`src/rtl/ifetch_stage.sv`:
```
`default_nettype none
// ============================================================================
// Module   : ifetch_stage
// Purpose  : Instruction-fetch stage. Samples the PC, issues a single
//            outstanding req/ack fetch to instruction memory, holds the
//            returned word in the IF/ID register until decode takes it, and
//            strobes pc_advance so next-PC logic loads the following PC.
//            Supports flush (redirect) and a request timeout (bus error).
// Ports    : clk, reset (async active-low)
//            pc, flush, id_ready                 - pipeline control inputs
//            imem_req/imem_addr/imem_ack/imem_rdata - memory handshake
//            instr, instr_pc, instr_valid        - IF/ID register
//            pc_advance                          - combinational PC load strobe
//            bus_err, misalign                   - sticky error flags
// Options  : IFETCH_MISALIGN_CHECK_EN - when defined, a PC with pc[1:0]!=0
//            blocks fetching and sets misalign; when undefined the low two
//            PC bits are masked off and misalign is tied 0.
// Revision : 1.0 - initial release
// ============================================================================
module ifetch_stage #(
    parameter int ADDR_W  = 32,
    parameter int DATA_W  = 32,
    parameter int TIMEOUT = 16
) (
    input  logic              clk,
    input  logic              reset,
    input  logic [ADDR_W-1:0] pc,
    input  logic              flush,
    input  logic              id_ready,
    output logic              imem_req,
    output logic [ADDR_W-1:0] imem_addr,
    input  logic              imem_ack,
    input  logic [DATA_W-1:0] imem_rdata,
    output logic [DATA_W-1:0] instr,
    output logic [ADDR_W-1:0] instr_pc,
    output logic              instr_valid,
    output logic              pc_advance,
    output logic              bus_err,
    output logic              misalign
);

    typedef enum logic [1:0] {
        S_IDLE  = 2'd0,
        S_REQ   = 2'd1,
        S_HOLD  = 2'd2,
        S_DRAIN = 2'd3
    } state_t;

    localparam logic [7:0]        c_TIMEOUT_LAST = 8'(TIMEOUT - 1);
    localparam logic [ADDR_W-1:0] c_WORD_MASK    = {{(ADDR_W-2){1'b1}}, 2'b00};

    state_t            r_state;
    logic [7:0]        r_count;
    logic              w_timed_out;
    logic              w_pc_misaligned;
    logic [ADDR_W-1:0] w_fetch_addr;

    // Count keeps running across REQ->DRAIN, so ">=" guarantees the bound
    // still fires even if a flush bumped the count past TIMEOUT-1.
    assign w_timed_out = (r_count >= c_TIMEOUT_LAST);

`ifdef IFETCH_MISALIGN_CHECK_EN
    logic r_misalign;
    assign w_pc_misaligned = (pc[1:0] != 2'b00);
    assign w_fetch_addr    = pc;
    assign misalign        = r_misalign;
`else
    assign w_pc_misaligned = 1'b0;
    assign w_fetch_addr    = pc & c_WORD_MASK;
    assign misalign        = 1'b0;
`endif

    assign pc_advance = (r_state == S_HOLD) && id_ready && !flush;

    always_ff @(posedge clk or negedge reset) begin
        if (!reset) begin
            r_state     <= S_IDLE;
            r_count     <= 8'd0;
            imem_req    <= 1'b0;
            imem_addr   <= '0;
            instr       <= '0;
            instr_pc    <= '0;
            instr_valid <= 1'b0;
            bus_err     <= 1'b0;
`ifdef IFETCH_MISALIGN_CHECK_EN
            r_misalign  <= 1'b0;
`endif
        end else begin
            case (r_state)
                S_IDLE: begin
                    if (!flush && !bus_err && !misalign) begin
                        if (w_pc_misaligned) begin
`ifdef IFETCH_MISALIGN_CHECK_EN
                            r_misalign <= 1'b1;
`endif
                        end else begin
                            imem_req  <= 1'b1;
                            imem_addr <= w_fetch_addr;
                            r_count   <= 8'd0;
                            r_state   <= S_REQ;
                        end
                    end
                end
                S_REQ: begin
                    if (imem_ack) begin
                        imem_req <= 1'b0;
                        if (flush) begin
                            r_state <= S_IDLE;
                        end else begin
                            instr       <= imem_rdata;
                            instr_pc    <= imem_addr;
                            instr_valid <= 1'b1;
                            r_state     <= S_HOLD;
                        end
                    end else if (flush) begin
                        // Request stays on the bus; its data is dropped later.
                        r_count <= r_count + 8'd1;
                        r_state <= S_DRAIN;
                    end else if (w_timed_out) begin
                        bus_err     <= 1'b1;
                        imem_req    <= 1'b0;
                        instr_valid <= 1'b0;
                        r_state     <= S_IDLE;
                    end else begin
                        r_count <= r_count + 8'd1;
                    end
                end
                S_DRAIN: begin
                    if (imem_ack) begin
                        imem_req <= 1'b0;
                        r_state  <= S_IDLE;
                    end else if (w_timed_out) begin
                        bus_err     <= 1'b1;
                        imem_req    <= 1'b0;
                        instr_valid <= 1'b0;
                        r_state     <= S_IDLE;
                    end else begin
                        r_count <= r_count + 8'd1;
                    end
                end
                S_HOLD: begin
                    if (flush || id_ready) begin
                        instr_valid <= 1'b0;
                        r_state     <= S_IDLE;
                    end
                end
                default: begin
                    r_state <= S_IDLE;
                end
            endcase
        end
    end

endmodule
`default_nettype wire

```
`config.mk`:
```
export PLATFORM = sky130hd
export DESIGN_NAME = ifetch_stage
export DESIGN_NICKNAME = d
export VERILOG_FILES = /design/src/rtl/ifetch_stage.sv
export SDC_FILE = /design/constraint.sdc
export NUM_CORES = 1
export LEC_CHECK = 0
export ABC_AREA = 1
export BUFFER_PORTS_ARGS = -buffer_cell sky130_fd_sc_hd__buf_4
export CORE_MARGIN = 5
export CORE_UTILIZATION = 35
export CTS_BUF_LIST = sky130_fd_sc_hd__clkbuf_4 sky130_fd_sc_hd__clkbuf_8 sky130_fd_sc_hd__clkbuf_16
export CTS_CLUSTER_DIAMETER = 40
export DETAILED_ROUTE_END_ITERATION = 7
export HOLD_SLACK_MARGIN = 0.08
export PLACE_DENSITY_LB_ADDON = 0.08
export SETUP_SLACK_MARGIN = 0.3
export SLEW_MARGIN = 25
export SYNTH_ARGS = -nofsm -noshare
export SYNTH_HDL_FRONTEND = slang
export SYNTH_SLANG_ARGS = --single-unit
```
`constraint.sdc`:
```
create_clock -name clk -period 2.5 [get_ports clk]
set_input_delay 0 -clock clk [delete_from_list [all_inputs] [get_ports clk]]
set_output_delay 0 -clock clk [all_outputs]
set_load 0.05 [all_outputs]
```
==> results.md <==
- The initial antenna violation count was 0.
- The tightest min-delay check is of the in -> async type.
- The via-per-instance ratio is 4.38.
- The placed wire-length estimate is 7.79 mm.
- The final layout contains routed wiring with a total length of 11.5 mm.
- Dividing the detail-routed wire length by the instance count gives 14.2 um.
- The via count of the first global-routing pass is 3,669.
- The number of flip-flops and latches in the synthesized netlist is 105.
- In this run the static leakage power is 3.37 nW.
- The power density of the placed cells is 1520 nW/um2.
- The relative max-transition margin is 0.424.
- The number of violations reported at the end of detailed-routing iteration 0 is 189.
- At the end of routability-driven placement, the weighted congestion stood at 0.817.
- Counting both buffers and inverters, the worst setup path holds a total of 2.
- The final antenna diode count is 0.
- The maximum clock frequency is 508 MHz.
- The core region area is 12,100 um2.
- In this run the deepest clock path goes through 2 buffers.
- Gates resized during post-CTS repair numbered 0.
- The wire length of the first global-routing pass is 18.8 mm.
- The clock latency at the later pin of the worst-skew pair is 0.35 ns.
- The worst-case hold slack is 0.288 ns.
- During synthesis, Yosys emitted a total of 0 warnings.
- The total of buffers placed on input and output ports is 162.
- The maximum single-stage delay on the critical path is 0.50 ns.
- TritonCTS built the clock tree.
- The run finished with clean final reports.
- Of the cells placed in the final design, the portion with a size suffix greater than 1 is 0.344.
- Counting flops with an async set or reset pin after synthesis yields a share of 1.00.
- Traced cell by cell, the critical path runs through inv_2, nor2_2, nand3_4, buf_4, nand2_1, o21ai_0.
- The total via count after detailed routing is 3,569.
- Of the post-synthesis cell area, the dominant cell type holds 0.610.
- The share of the Yosys chip area taken by registers is 0.610.
- The worst setup path is of the reg -> reg kind.
- The final max-slew violation count is 0.
- The die is 121 um tall.
- Setup repair after global routing left no endpoint under its margin.
- A synthesized cell averages 10.4 um2.
- dfrtp_1 takes more of the synthesized area than any other cell.
- The number of nets still failing antenna checks after routing is 0.
- In this run, synthesis inferred 0 flip-flops with an integrated enable.
- The number of clock sinks seen by CTS is 105.
- The DRC violation count after routing is 0.
- In this run, distinct cell masters in the synthesized netlist total 24.
- For the worst setup path, the data required time is 2.72 ns.
- The post-CTS clock slew at the launch and capture registers of the worst setup and hold paths is 0.07 ns.
- The post-synth design cell area is 4310 um2.
- The number of primary I/O pins is 170.
- The number of hold violations in the final report came to 0.
- Ranked by total cell area, the synthesized netlist is headed by dfrtp_1 (61%), nand2_1 (7.6%), o21ai_0 (7.6%).
- The transition time of the tightest slew-check pin is 0.863 ns.
- The number of setup violations in the final report is 0.
- Global routing finished with a remaining overflow of 0.
- The shortest period the worst path allows is 1.97 ns.
- From synthesis to final layout, the design area changed by 54.2%.
- The maximum number of pins on one net before global-route repair is 66.
- The signal arrival time at the worst endpoint is 2.19 ns.
- The kind of end point of the critical path is a flip-flop.
- The number of standard-cell rows in the floorplan is 40.
- The die extent in x is 121 um.
- CTS placed an instance of clkbuf_16 at the clock tree root.
- The all-layer global routing usage is 0.163.
- The cell family with the largest share of critical-path delay is simple AND/OR/NAND/NOR gates.
- The most used flip-flop cell after synthesis is dfrtp_1.
- The clock tree synthesis step divided the H-tree into 3 levels.
- The kind of start point of the critical path is a flip-flop.
- By count the netlist is led by dfrtp_1 (105), nand2_1 (87), o21ai_0 (65).
- The number of clock buffers added by TritonCTS is 9.
- The setup total negative slack is 0 ns.
- VDD sags by at most 1.00 mV.
- The initial utilization of the core area, before any placement, comes to 0.357.
- The area of the die is 14,600 um2.
- The worst clock skew is 0.00719 ns.
- The instance count of the mapped netlist is 414.
- The slowest stage of the critical path is the nand3_4 cell.
- The first detailed-routing pass took 5 iterations.
- By instance count, the leading cell after synthesis is dfrtp_1.
- The final layout contains 711 nets.
- Max-cap violations in this run came to 0.
- In this run the worst path has a maximum fanout of 37.
- The share of the cycle needed by the critical path after routing is 0.788.
==> kinds of logic (layout without fill, tap and decap cells) <==
logic type,after synthesis,count (layout),synth area share
buffers and inverters,74,302,0.0755
AO/OA/AOI/OAI,75,75,0.0904
flip-flops,105,105,0.610
adder cells (fa/ha/maj),1,1,0.00290
multiplexers,32,32,0.100
AND/OR/NAND/NOR,126,126,0.120
other,1,5,0.000871
==> state kept, by name, summed over array words and instances, names as in the netlist <==
signal,cells
instr,32
imem_addr,30
instr_pc,30
r_count,8
r_state,2
bus_err,1
imem_req,1
instr_valid,1
==> power breakdown <==
group | internal (mW) | switching [mW] | leakage (nW)
clock | 0.684 | 0.658 | 0.130
sequential | 2.51 | 0.472 | 1.30
combinational | 1.80 | 3.96 | 1.93
==> final cells by class <==
| type | count | area (um2) |
|---|---|---|
| inverter | 52 | 195 |
| sequential | 105 | 2630 |
| multi-input combinational | 239 | 1380 |
| clock buffer | 9 | 225 |
| timing repair buffer | 234 | 1950 |
| tap | 168 | 210 |
| fill | 1068 | 5420 |
| clock inverter | 7 | 56.3 |
==> cell usage in the layout (no fill, tap or decap), types with 9 or more instances in the layout <==
| cell | instances |
|---|---|
| inv_1 | 50 |
| clkbuf_16 | 9 |
| mux2_2 | 13 |
| nand2_1 | 87 |
| nor2_1 | 16 |
| dlygate4sd3_1 | 67 |
| o21ai_0 | 65 |
| mux2_4 | 19 |
| nand3_1 | 12 |
| buf_4 | 165 |
| dfrtp_1 | 105 |
==> metrics by stage <==
step	util	cells	area (um2)	total power, mW	setup WS [ns]
after floorplan	-	418	4320	6.90	0.754
after global placement	0.472	731	5690	8.65	0.510
after detailed placement	0.472	731	5690	8.71	0.486
after CTS	0.551	814	6640	10.2	0.476
after global routing	0.551	814	6640	10.7	0.314
final	0.551	814	6640	10.1	0.530
==> metal layers <==
| metal | GRT usage | part of all wire | vias up |
|---|---|---|---|
| met5 | 0 | 0 | - |
| li1 | - | - | 1772 |
| met3 | 0.0392 | 0.071 | 17 |
| met1 | 0.215 | 0.44 | 1655 |
| met2 | 0.260 | 0.46 | 125 |
| met4 | 0.0644 | 0.022 | 0 |
==> what timing repair did <==
action | CTS | global route
hold endpoints to repair | 130 | 0
setup buffers | 0 | 0
hold buffers | 67 | 0
==> path summary, 6_finish.rpt <==
path / depth (start not counted) / start / slack, ns / to
worst max-delay path: 6 / r_state[0] / 0.53 / instr_pc[20]
worst min-delay path: 2 / reset / 0.29 / instr[30]
worst max register to register: 6 / r_state[0] / 0.53 / instr_pc[20]
worst min register to register: 2 / instr_pc[19] / 0.49 / instr_pc[19]
max in group asynchronous: 3 / reset / 1.50 / instr[4]
min in group clk: 4 / pc[21] / 0.41 / imem_addr[21]
Power figures use the tool's default switching activity.
